## src/rtl/seq_mult.sv

```systemverilog
`default_nettype none
// ============================================================================
//  Module   : seq_mult  (with adder cells ha, fa)
//  Purpose  : Unsigned sequential shift-and-add multiplier. One partial
//             product is added per clock through a WIDTH-bit ripple-carry
//             adder built from a half adder (bit 0) and full adders
//             (bits 1..WIDTH-1). Start/done handshake, 2*WIDTH-bit product.
//  Ports    : clk    - rising-edge clock
//             rst_n  - asynchronous active-low reset
//             start  - request, sampled on rising clk while busy=0
//             a, b   - multiplicand / multiplier, captured on accepted start
//             busy   - high while an operation is running
//             done   - one-cycle pulse, p valid in that cycle
//             p      - product a*b, held until the next operation completes
//  Revision : 1.0  initial release
// ============================================================================

// ----------------------------------------------------------------------------
//  ha : half adder cell
// ----------------------------------------------------------------------------
module ha (
    input  logic i_a,
    input  logic i_b,
    output logic o_s,
    output logic o_co
);
    assign o_s  = i_a ^ i_b;
    assign o_co = i_a & i_b;
endmodule

// ----------------------------------------------------------------------------
//  fa : full adder cell
// ----------------------------------------------------------------------------
module fa (
    input  logic i_a,
    input  logic i_b,
    input  logic i_ci,
    output logic o_s,
    output logic o_co
);
    assign o_s  = i_a ^ i_b ^ i_ci;
    assign o_co = (i_a & i_b) | (i_ci & (i_a ^ i_b));
endmodule

// ----------------------------------------------------------------------------
//  seq_mult : sequential multiplier top
// ----------------------------------------------------------------------------
module seq_mult #(
    parameter int WIDTH = 8
) (
    input  logic                 clk,
    input  logic                 rst_n,
    input  logic                 start,
    input  logic [WIDTH-1:0]     a,
    input  logic [WIDTH-1:0]     b,
    output logic                 busy,
    output logic                 done,
    output logic [2*WIDTH-1:0]   p
);

    localparam int              c_CW   = $clog2(WIDTH);
    localparam logic [c_CW-1:0] c_LAST = c_CW'(WIDTH - 1);

    typedef enum logic [1:0] {
        S_IDLE = 2'd0,
        S_RUN  = 2'd1,
        S_DONE = 2'd2
    } state_t;

    state_t                 r_state;
    state_t                 w_state_nxt;

    logic [WIDTH-1:0]       r_mcand;
    logic [WIDTH-1:0]       r_mplier;
    // Accumulator without its bit 0: that bit is shifted out on the very
    // next iteration and never reaches the product, so it is not stored.
    // The full 2*WIDTH-bit value is rebuilt in w_acc_nxt.
    logic [2*WIDTH-1:1]     r_acc;
    logic [c_CW-1:0]        r_cnt;
    logic [2*WIDTH-1:0]     r_p;

    logic [WIDTH-1:0]       w_addend;
    logic [WIDTH-1:0]       w_sum;
    logic [WIDTH:0]         w_carry;
    logic [2*WIDTH-1:0]     w_acc_nxt;
    logic                   w_last;
    logic                   w_accept;

    // ------------------------------------------------------------------
    // Partial product and ripple-carry adder on the upper accumulator half
    // ------------------------------------------------------------------
    assign w_addend = r_mplier[0] ? r_mcand : '0;

    ha u_ha0 (
        .i_a  (r_acc[WIDTH]),
        .i_b  (w_addend[0]),
        .o_s  (w_sum[0]),
        .o_co (w_carry[1])
    );
    assign w_carry[0] = 1'b0;

    for (genvar gi = 1; gi < WIDTH; gi++) begin : g_fa
        fa u_fa (
            .i_a  (r_acc[WIDTH+gi]),
            .i_b  (w_addend[gi]),
            .i_ci (w_carry[gi]),
            .o_s  (w_sum[gi]),
            .o_co (w_carry[gi+1])
        );
    end

    // Carry lands in the top bit as everything shifts right by one, so the
    // 2*WIDTH-bit accumulator can never overflow.
    assign w_acc_nxt = {w_carry[WIDTH], w_sum, r_acc[WIDTH-1:1]};

    assign w_last   = (r_cnt == c_LAST);
    // Start is honoured in IDLE and in DONE (back-to-back), never in RUN.
    assign w_accept = start && (r_state != S_RUN);

    // ------------------------------------------------------------------
    // FSM
    // ------------------------------------------------------------------
    always_ff @(posedge clk or negedge rst_n) begin
        if (!rst_n) begin
            r_state <= S_IDLE;
        end else begin
            r_state <= w_state_nxt;
        end
    end

    always_comb begin
        w_state_nxt = r_state;
        busy        = 1'b0;
        done        = 1'b0;
        case (r_state)
            S_IDLE: begin
                if (start) w_state_nxt = S_RUN;
            end
            S_RUN: begin
                busy = 1'b1;
                if (w_last) w_state_nxt = S_DONE;
            end
            S_DONE: begin
                done        = 1'b1;
                w_state_nxt = start ? S_RUN : S_IDLE;
            end
            default: begin
                w_state_nxt = S_IDLE;
            end
        endcase
    end

    // ------------------------------------------------------------------
    // Datapath
    // ------------------------------------------------------------------
    always_ff @(posedge clk or negedge rst_n) begin
        if (!rst_n) begin
            r_mcand  <= '0;
            r_mplier <= '0;
            r_acc    <= '0;
            r_cnt    <= '0;
            r_p      <= '0;
        end else if (w_accept) begin
            r_mcand  <= a;
            r_mplier <= b;
            r_acc    <= '0;
            r_cnt    <= '0;
        end else if (r_state == S_RUN) begin
            r_acc    <= w_acc_nxt[2*WIDTH-1:1];
            r_mplier <= r_mplier >> 1;
            if (w_last) begin
                // Product is registered on entry to DONE and held afterwards.
                r_p <= w_acc_nxt;
            end else begin
                r_cnt <= r_cnt + c_CW'(1);
            end
        end
    end

    assign p = r_p;

endmodule
`default_nettype wire
```

## config.mk

```make
export PLATFORM = sky130hd
export DESIGN_NAME = seq_mult
export DESIGN_NICKNAME = d
export VERILOG_FILES = /design/src/rtl/seq_mult.sv
export SDC_FILE = /design/constraint.sdc
export NUM_CORES = 1
export LEC_CHECK = 0
export BUFFER_PORTS_ARGS = -buffer_cell sky130_fd_sc_hd__buf_2
export CAP_MARGIN = 10
export CELL_PAD_IN_SITES_DETAIL_PLACEMENT = 1
export CELL_PAD_IN_SITES_GLOBAL_PLACEMENT = 2
export CORE_UTILIZATION = 36
export DETAILED_ROUTE_END_ITERATION = 12
export PLACE_DENSITY = 0.86
export RECOVER_POWER = 25
export SYNTH_ARGS = -nofsm -noshare
export SYNTH_HDL_FRONTEND = slang
export SYNTH_SLANG_ARGS = --single-unit
```

## constraint.sdc

```tcl
create_clock -name clk -period 5.5 [get_ports clk]
set_clock_uncertainty 0.05 [all_clocks]
set_input_delay 0 -clock clk [delete_from_list [all_inputs] [get_ports clk]]
set_output_delay 0 -clock clk [all_outputs]
set_load 0.01 [all_outputs]
```

======== Yosys cells after proc, flatten, opt, wreduce, memory -nomap -nowiden ========
Index checks and enable logic that the tools add are counted.
storage, ports and cells
  logic and storage cells ................. 72
  memories ................................ 0
  bits in read-only memories .............. 0
  RAM bits ................................ 0
  bits in registers ....................... 52
  input port bits ......................... 19
  output and inout port bits .............. 18
  latch bits .............................. 0
cells by class
  magnitude comparators ................... 0
  bitwise gates (word level) .............. 38
  $add $sub $neg .......................... 1
  multiply operators ...................... 0
  shift operators ......................... 0
  equality and inequality tests ........... 7
  divide/modulo/power cells ............... 0
  mux-type cells .......................... 14
  reductions and logical operators ........ 6
operator list
  operator                                                                 count
  15-bit 2-to-1 mux                                                        2
  8-bit 2-to-1 mux                                                         3
  1-bit bitwise AND                                                        15
  1-bit XOR                                                                15
  3-bit 2-to-1 mux                                                         3
  1-bit OR                                                                 7
  2-bit case mux with 3 select lines                                       1
  2-bit 2-to-1 mux                                                         2
  2-bit by 1-bit inequality test with 1-bit output, second input constant  2
  2-bit inequality test, second input constant                             2
  2-bit AND reduction                                                      2
  3-bit by 1-bit adder with 3-bit output, second input constant            1
  3-bit equality test, second input constant                               1
  1-bit 2-to-1 mux                                                         3
  3-bit AND reduction                                                      1
  2-bit by 1-bit equality test with 1-bit output, second input constant    1
  2-bit equality test, second input constant                               1
  2-bit zero test                                                          1
  2-bit nonzero test                                                       1
  1-bit logical AND                                                        1
  1-bit inverter                                                           1

======== Logic depth before layout (Yosys ltp) ========
Gate-level depths: netlist of the first run.
  word-level depth ........................ 18
  mapped depth ............................ 12
  depth with buffers taken out ............ 11

======== Modules after synthesis ========
Synthesis of the first run repeated with hierarchy kept, for this count alone.
second synthesis, totals
  cells, all modules ...................... 187
  area, all modules ....................... 2347.3 µm²
modules (own cells, without submodules)
  module    seq. area each (µm²)  area each (µm²)  times used  cells an instance
  seq_mult  1301.2                2194.6           1           179
  fa        0.0                   20.0             7           1
  ha        0.0                   12.5             1           1

======== Least setup slack after synthesis of the first run ========
No wires, ideal clock.
  path kind ............................... register to register
  start point ............................. register r_mplier[0]
  end point ............................... register r_acc[14] (netlist name)
  path buffers ............................ 1
  data required time ...................... 5319 ps
  slack ................................... 1646 ps
  data arrival time ....................... 3673 ps
  cell stages (with the launch flop) ...... 13
  cells stage by stage .................... dfrtp_1 > clkbuf_1 > and2_1 > ha_1 > inv_1 > fa_1 > fa_1 > fa_1 > fa_1 > fa_1 > fa_1 > fa_1 > o21ai_0
on the way
  cells in the longest elaborated chain, start to end .. 17
  elaborated cells between the ends (all ways) .. 30
ends and longest elaborated chain
  element                                                RTL line  source
  start: declaration                                     74        logic [WIDTH-1:0] r_mplier;
  start signal: assignment                               170       r_mplier <= r_mplier >> 1;
  8-bit 2-to-1 mux *                                     92        assign w_addend = r_mplier[0] ? r_mcand : '0;
  1-bit bitwise AND / 1-bit XOR (equally long branches)  28, 42
  1-bit bitwise AND                                      42        assign o_co = (i_a & i_b) | (i_ci & (i_a ^ i_b));
  1-bit OR                                               42
  1-bit bitwise AND                                      42
  1-bit OR                                               42
  1-bit bitwise AND                                      42
  1-bit OR                                               42
  1-bit bitwise AND                                      42
  1-bit OR                                               42
  1-bit bitwise AND                                      42
  1-bit OR                                               42
  1-bit bitwise AND                                      42
  1-bit OR                                               42
  1-bit XOR *                                            41        assign o_s = i_a ^ i_b ^ i_ci;
  15-bit 2-to-1 mux *                                    168       end else if (r_state == S_RUN) begin
  15-bit 2-to-1 mux *                                    163       end else if (w_accept) begin
  end signal: assignment                                 169       r_acc <= w_acc_nxt[2*WIDTH-1:1];
  end: declaration                                       78        logic [2*WIDTH-1:1] r_acc;
Mark *: on every way between the ends. The rest lies on a longest branch, timed or not. The select of a mux whose other input is x is not followed.
A chain may end at the register's enable or synchronous reset.

======== Worst setup path after layout of the first run ========
Same ends and word-level chain as after synthesis.

==> impl_metrics.tcl, run 1 <==
set metrics [dict create \
    cp_data_arrival_time_ps 4170 \
    critPathKind "flop to flop" \
    crit_chain "and2_1 -> ha_1 -> inv_1 -> fa_1 -> fa_1 -> fa_1 -> fa_1 -> fa_1 -> fa_1 -> fa_1 -> o21ai_0" \
    min_period_over_period_pct 74.2 \
    grt_first_pass_wirelength_um 7890 \
    coreArea_um2 6030 \
    cts_sinks 52 \
    grt_remaining_overflow 0 \
    synth_seq_cells 52 \
    htreeDepth 2 \
    cp_max_fo 9 \
    clockBufferDepth 2 \
    finalWirelength_um 4570 \
    final_cell_mix "dfrtp_1, nand2_1, o21ai_0, buf_2" \
    syn_to_final_growth_pct 20.7 \
    vias 1568 \
    setup_tns_ps 0 \
    status "complete, but fails checks" \
    crit_buf_inv 1 \
    hold_viol_final 0 \
    dr.pass1.iters 4 \
    cts_made_buffers 5 \
    vias_per_cell 4.84 \
    yosysUniqueCellTypes 24 \
    ioPinCount 37 \
    diodes 0 \
    finalWeightedCongestion 0.698 \
    clk_pin_slew_ps 100 \
    ant_nets 0 \
    syn_area_um2 2290 \
    dieHeight_um 81.8 \
    root_buffer "clkbuf_8" \
    cap_violations 1 \
    detail_route.iter0.violations 94 \
    clkLatencyLatePin_ps 300 \
    grtUsageTotal_pct 15.8 \
    cp_slowest_cell "fa_1" \
    start_kind "flop" \
    maxSlewViolCount 53 \
    postCtsSetupBuffers 0 \
    io_buffers 36 \
    ys_seq_area_share_pct 56.8 \
    clock.fmax_mhz 245 \
    totalPowerFinal_mw 1.38 \
    dieArea_um2 6680 \
    netlist_instances 198 \
    wl_per_cell_um 14.1 \
    hpwl_um 2990 \
    setup_viol 0 \
    crit_family "adder cells" \
    fin_crit_ps 4080 \
    p_leak_nw 1.27 \
    final_common_cell "dfrtp_1" \
    required_ps 5590 \
    synth.net_count 227 \
    crit_top_cell "fa_1" \
    cpPeakStageDelay_ps 510 \
    antenna_found_initial 0 \
    num_rows 28 \
    end_kind "flop" \
    relSlewSlack_pct -84.7 \
    violations "capacitance limit, slew limit" \
    synth-warning-count 0 \
    rsz0062_at_grt "no" \
    cts_resized 0 \
    cts_tree "built" \
    grt_max_degree 53 \
    ir_drop_v 0.000149 \
    drc 0 \
    worst_pin_slew_ps 2770 \
    initial_core_util_pct 38.0 \
    powerDensity_nw_per_um2 499 \
    hold_class "input port to flop" \
    synth.avg_cell_area_um2 11.6 \
    drive_gt1_share_pct 18.1 \
    die_width_um 81.8 \
    fin_nets 277 \
    grt_pass1_vias 1588 \
]
[area by class of cell]
| class | count | area, um2 |
|---|---|---|
| Clock buffer | 5 | 68.8 |
| Tap cell | 75 | 93.8 |
| Fill cell | 702 | 3260 |
| Multi-Input combinational cell | 124 | 882 |
| Inverter | 11 | 41.3 |
| Clock inverter | 3 | 42.5 |
| Timing Repair Buffer | 54 | 334 |
| Sequential cell | 52 | 1300 |
[state kept, by name, indices dropped and copies added (netlist names)]
| name | flops |
|---|---|
| p | 16 |
| r_acc | 15 |
| r_mcand | 8 |
| r_mplier | 8 |
| r_cnt | 3 |
| r_state | 2 |
[worst min-delay path, delay by kind of cell]
kind | cells | cell delay (ps)
buffers and inverters | 1 | 190
muxes | 1 | 150
and+or+nand+nor | 1 | 70
[power breakdown]
| group | internal [mW] | switching [mW] | leakage, nW |
|---|---|---|---|
| logic | 0.204 | 0.273 | 0.552 |
| registers | 0.543 | 0.0976 | 0.659 |
| clock network | 0.135 | 0.126 | 0.0541 |
[synth_stat cells]
cell type	count	share of area (%)
nor2_1	3	0.49
clkinv_1	1	0.16
xor2_1	1	0.38
nand2b_1	1	0.27
mux2i_1	10	4.4
nand2_1	36	5.9
and2_1	1	0.27
nand3b_4	1	0.87
ha_1	3	1.6
nand3_1	16	3.5
nand2_2	1	0.27
buf_4	1	0.33
nor2b_1	1	0.27
mux2_1	3	1.5
buf_6	2	0.98
clkbuf_1	4	0.66
dfrtp_1	52	57
o22ai_1	1	0.27
buf_2	4	0.87
inv_1	10	1.6
o21ai_0	24	5.2
a31o_2	2	0.77
mux2_2	13	6.4
fa_1	7	6.1
[metal layers]
layer / track usage [%] / vias to the layer above / wire [um]
li1: - / 755 / -
met1: 22.8 / 779 / 2320
met2: 23.1 / 27 / 2030
met3: 3.33 / 7 / 148
met4: 5.79 / 0 / 70
met5: 0 / - / 0
[cell families (layout without fill, tap and decap cells)]
logic type	count (synthesis)	count (layout)	share of synthesized area [%]
XOR/XNOR	1	1	0.383
flip-flops	52	52	56.8
adder cells (fa/ha/maj)	10	10	7.76
AND/OR/NAND/NOR	60	60	11.9
buffers and inverters	22	73	4.64
AO/OA/AOI/OAI	27	27	6.28
multiplexers	26	26	12.2
[timing repair]
action	in CTS	in global routing
hold buffers	17	0
endpoints found under the hold margin	68	0
endpoints found under the setup margin	0	0
[per-stage QoR]
| stage | utilization, % | setup slack (ps) | area, um2 | std cells | hold WS, ps |
|---|---|---|---|---|---|
| 6_report | 45.9 | 1420 | 2760 | 324 | 96.9 |
| 4_1_cts | 46.3 | 1390 | 2790 | 324 | 88.9 |
| 2_1_floorplan | - | 1650 | 2290 | 198 | -346 |
| 3_3_place_gp | 41.6 | 1610 | 2510 | 299 | 111 |
| 3_5_place_dp | 41.6 | 1520 | 2510 | 299 | 114 |
| 5_1_grt | 45.9 | 1220 | 2760 | 324 | 117 |
[final timing paths]
kind                       slack (ps)         from  cells after the start           to
setup / recovery                 1420  r_mplier[0]                     11    r_acc[14]
hold / removal                    100        start                      3  r_mplier[7]
setup reg to reg                 1420  r_mplier[0]                     11    r_acc[14]
hold reg to reg                   430        p[11]                      2        p[11]
max in group asynchronous        2630        rst_n                      3   r_mcand[5]
min in group asynchronous        1200        rst_n                      3  r_mplier[6]
(Power assumes the default switching activity.)
==> run 2, diff against run 1 <==
--- a/config.mk
+++ b/config.mk
@@ -9,9 +9,9 @@
 export CAP_MARGIN = 10
 export CELL_PAD_IN_SITES_DETAIL_PLACEMENT = 1
 export CELL_PAD_IN_SITES_GLOBAL_PLACEMENT = 2
-export CORE_UTILIZATION = 36
+export CORE_UTILIZATION = 33
 export DETAILED_ROUTE_END_ITERATION = 12
-export PLACE_DENSITY = 0.86
+export PLACE_DENSITY = 0.84
 export RECOVER_POWER = 25
 export SYNTH_ARGS = -nofsm -noshare
 export SYNTH_HDL_FRONTEND = slang
==> constraint.sdc (replaced) <==
create_clock -name clk -period 3.25 [get_ports clk]
set_clock_uncertainty 0.05 [all_clocks]
set_input_delay 0 -clock clk [delete_from_list [all_inputs] [get_ports clk]]
set_output_delay 0 -clock clk [all_outputs]
set_load 0.01 [all_outputs]
==> impl_metrics.tcl, run 2 (same netlist as run 1, synthesis figures left out) <==
set metrics [dict create \
    fin_nets 280 \
    detail_route.iter0.violations 52 \
    vias_per_cell 4.82 \
    grt_remaining_overflow 0 \
    drc 0 \
    grtUsageTotal_pct 14.3 \
    dieHeight_um 85.3 \
    cts_made_buffers 5 \
    hpwl_um 3200 \
    p_leak_nw 1.27 \
    post-route-util_pct 42.8 \
    crit_top_cell "fa_2" \
    grt_first_pass_wirelength_um 8080 \
    die_width_um 85.3 \
    cp_slowest_cell "fa_1" \
    start_kind "flop" \
    cpPeakStageDelay_ps 520 \
    cts_tree "built" \
    drive_gt1_share_pct 22.3 \
    powerDensity_nw_per_um2 824 \
    min_period_over_period_pct 109 \
    crit_chain "and2_4 -> ha_4 -> inv_2 -> fa_2 -> fa_2 -> fa_2 -> fa_2 -> fa_2 -> fa_2 -> fa_1 -> o21ai_1" \
    antenna_found_initial 0 \
    relSlewSlack_pct -62.0 \
    wl_per_cell_um 14.0 \
    dieArea_um2 7280 \
    required_ps 3370 \
    largest_reg_flops 16 \
    clkLatencyLatePin_ps 300 \
    clockBufferDepth 2 \
    cap_violations 1 \
    root_buffer "clkbuf_8" \
    clk_pin_slew_ps 100 \
    setup_viol 4 \
    pre_cts_ws_ps -322 \
    fin_crit_ps 3540 \
    critPathKind "flop to flop" \
    diodes 0 \
    rrSetupSlack_ps -290 \
    hold_class "input port to flop" \
    vias 1580 \
    maxSlewViolCount 46 \
    rsz0062_at_grt "yes" \
    postCtsSetupBuffers 0 \
    totalPowerFinal_mw 2.30 \
    worst_pin_slew_ps 2430 \
    end_kind "flop" \
    finalWeightedCongestion 0.818 \
    finalWorstSetupSlack_ps -287 \
    num_rows 29 \
    cp_data_arrival_time_ps 3650 \
    finalWirelength_um 4610 \
    dr.pass1.iters 4 \
    htreeDepth 2 \
    io_buffers 36 \
    setup_tns_ps -879 \
    cts_sinks 52 \
    status "complete, but fails checks" \
    initial_core_util_pct 35.1 \
    hold_viol_final 0 \
    syn_to_final_growth_pct 22.0 \
    ir_drop_v 0.000318 \
    violations "capacitance limit, slew limit, setup timing" \
    cp_max_fo 2 \
    final_common_cell "dfrtp_1" \
    clock.fmax_mhz 283 \
    grt_max_degree 46 \
    ant_nets 0 \
    ioPinCount 37 \
    final_cell_mix "dfrtp_1, nand2_1, o21ai_0, buf_2, clkbuf_1" \
    coreArea_um2 6530 \
    grt_pass1_vias 1664 \
]
==> run 2: cell types whose count changed in the layout (fill, tap and decap cells not counted), sizes merged <==
cell and change:
bufinv -1, clkbuf +1, buf +2
==> run 2: worst paths after layout <==
kind                        startpoint  depth (start not counted)          end
max                        r_mplier[0]                         11    r_acc[14]
min                              start                          3  r_mplier[7]
max reg2reg                r_mplier[0]                         11    r_acc[14]
min reg2reg                      p[11]                          2        p[11]
max in group asynchronous        rst_n                          2  r_mplier[5]
min in group asynchronous        rst_n                          2         p[0]
==> run 2: through the flow <==
step	hold WS, ps	std cells	cell area [um2]
after floorplan	-346	198	2330
after global placement	175	304	2560
after detailed placement	187	304	2560
after CTS	89.6	328	2810
after global routing	114	328	2790
final	97.3	328	2790
==> run 2: routing by layer <==
metal	global-route usage, %	wire length, um
met2	22.7	2160
met3	3.11	144
met5	0	0
met4	5.00	54
met1	19.5	2240
==> run 2: layout make-up <==
cell class              count  area (um2)
inverters                  11        41.3
flip-flops and latches     52        1300
clock buffers               5        68.8
repair buffers             57         358
multi-input cells         124         916
clock inverters             2        12.5
well taps                  77        96.3
fillers                   744        3740
==> run 2: repair_timing <==
action                                 CTS  global route
pin swaps                                0             3
endpoints found under the hold margin   60             0
resized for setup                        2             2
setup endpoints to repair                5             6
hold buffers                            17             0
==> run 2: critical path, delay by kind of cell (launching register included) <==
family	cells	cell delay [ps]
simple gates	1	150
compound gates	1	70
flops	1	370
fa+ha+maj	8	2730
buf+inv	1	30
==> run 2: where the power goes <==
group          leakage [nW]  total, mW  switching (mW)  internal [mW]
clock                0.0400      0.357           0.210          0.146
combinational         0.568      0.865           0.479          0.386
sequential            0.659       1.08           0.160          0.919
total                  1.27       2.30           0.850           1.45
==> run 3, diff against run 2 <==
--- a/config.mk
+++ b/config.mk
@@ -12,7 +12,7 @@
 export CORE_UTILIZATION = 33
 export DETAILED_ROUTE_END_ITERATION = 12
 export PLACE_DENSITY = 0.84
-export RECOVER_POWER = 25
+export SKIP_LAST_GASP = 1
 export SYNTH_ARGS = -nofsm -noshare
 export SYNTH_HDL_FRONTEND = slang
 export SYNTH_SLANG_ARGS = --single-unit
==> impl_metrics.tcl, run 3 (same netlist as run 1, synthesis figures left out) <==
set metrics [dict create \
    clockBufferDepth 2 \
    critPathKind "flop to flop" \
    met1_usage_pct 19.5 \
    cts_made_buffers 5 \
    grt_remaining_overflow 0 \
    wl_per_cell_um 13.9 \
    grtUsageMet2_pct 22.7 \
    grt_max_degree 46 \
    rsz0062_at_grt "yes" \
    clkLatencyLatePin_ps 300 \
    vias 1586 \
    finalWirelength_um 4570 \
    antenna_found_initial 0 \
    ioPinCount 37 \
    cts_tree "built" \
    min_period_over_period_pct 109 \
    p_leak_nw 1.33 \
    num_rows 29 \
    relSlewSlack_pct 33.5 \
    detail_route.iter0.violations 53 \
    initial_core_util_pct 35.1 \
    cp_max_fo 2 \
    postCtsSetupBuffers 0 \
    worst_pin_slew_ps 997 \
    holdCritStartpoint "start" \
    cts_sinks 52 \
    status "complete, but fails checks" \
    drive_gt1_share_pct 29.5 \
    syn_to_final_growth_pct 23.0 \
    ant_nets 0 \
    hpwl_um 3200 \
    grtUsageTotal_pct 14.3 \
    busiest_layer "met2" \
    required_ps 3370 \
    finalWorstSetupSlack_ps -287 \
    largest_reg_flops 16 \
    hold_class "input port to flop" \
    die_width_um 85.3 \
    vias_per_cell 4.84 \
    placed_area_um2 2560 \
    finalWeightedCongestion 0.818 \
    htreeDepth 2 \
    worst_hold_slack_ps 96.7 \
    powerDensity_nw_per_um2 824 \
    dieArea_um2 7280 \
    fin_nets 280 \
    grt_first_pass_wirelength_um 8080 \
    setup_viol 4 \
    drc 0 \
    clock.fmax_mhz 283 \
    fin_crit_ps 3540 \
    clk_pin_slew_ps 100 \
    diodes 0 \
    io_buffers 36 \
    met3_usage_pct 3.11 \
    dieHeight_um 85.3 \
    crit_start "r_mplier[0]" \
    violations "setup timing" \
    final_cell_area_um2 2820 \
    start_kind "flop" \
    cp_data_arrival_time_ps 3650 \
    cap_violations 0 \
    final_cell_mix "dfrtp_1, nand2_1, buf_2, o21ai_0, dlygate4sd3_1" \
    reg2reg_from "r_mplier[0]" \
    root_buffer "clkbuf_8" \
    end_kind "flop" \
    final_common_cell "dfrtp_1" \
    hold_viol_final 0 \
    maxSlewViolCount 0 \
    ir_drop_v 0.000318 \
    dr.pass1.iters 4 \
    grt_pass1_vias 1664 \
    coreArea_um2 6530 \
]
run 3: cell types whose count changed in the layout (fill, tap and decap cells not counted):
cell	change
clkbuf_1	-18
buf_2	+18
run 3: area by class of cell:
| class | count | area [um2] |
|---|---|---|
| Sequential cell | 52 | 1300 |
| Clock buffer | 5 | 68.8 |
| Fill cell | 738 | 3710 |
| Tap cell | 77 | 96.3 |
| Timing Repair Buffer | 57 | 380 |
| Clock inverter | 2 | 12.5 |
| Multi-Input combinational cell | 124 | 916 |
| Inverter | 11 | 41.3 |
run 3: what timing repair did:
item                       4_1_cts  5_1_grt
setup endpoints to repair        5        6
hold endpoints to repair        60        0
hold buffers                    17        0
resized for setup                1        3
pin swaps                        0        3
run 3: report_power, final:
| part | switching, mW | leakage (nW) | internal [mW] |
|---|---|---|---|
| Combinational | 0.478 | 0.629 | 0.409 |
| Sequential | 0.157 | 0.659 | 0.919 |
| Clock | 0.211 | 0.0400 | 0.146 |
run 3: metrics by stage:
| stage | util, % | worst slack, ps | setup TNS [ps] | instances | power [mW] |
|---|---|---|---|---|---|
| after CTS | 43.1 | -336 | -1030 | 328 | 2.36 |
| after detailed placement | 39.2 | -322 | -993 | 304 | 1.98 |
| after global placement | 39.2 | -212 | -565 | 304 | 1.92 |
| after global routing | 43.1 | -417 | -1490 | 328 | 2.54 |
| after floorplan | - | -274 | -856 | 198 | 1.68 |
| final | 43.1 | -287 | -878 | 328 | 2.32 |
run 3: critical path: stages (launching register included):
cell,delay [ps]
dfrtp_1,370
and2_4,150
ha_4,110
inv_2,30
fa_2,350
fa_2,370
fa_2,350
fa_2,350
fa_2,340
fa_2,340
fa_1,520
o21ai_1,70
run 3: final timing paths:
path | endpoint | slack (ps) | depth (start not counted)
max in group asynchronous | r_acc[15] | 2100 | 3
setup reg to reg | r_acc[14] | -290 | 11
hold reg to reg | p[11] | 430 | 2
setup / recovery | r_acc[14] | -290 | 11
hold / removal | r_mplier[7] | 100 | 3
min in group asynchronous | p[0] | 340 | 2
run 3: metal layers:
layer  part of all wire, %  wire, um
met1                    48      2210
met3                   3.1       140
met5                     0         0
met4                   1.2        54
met2                    47      2170
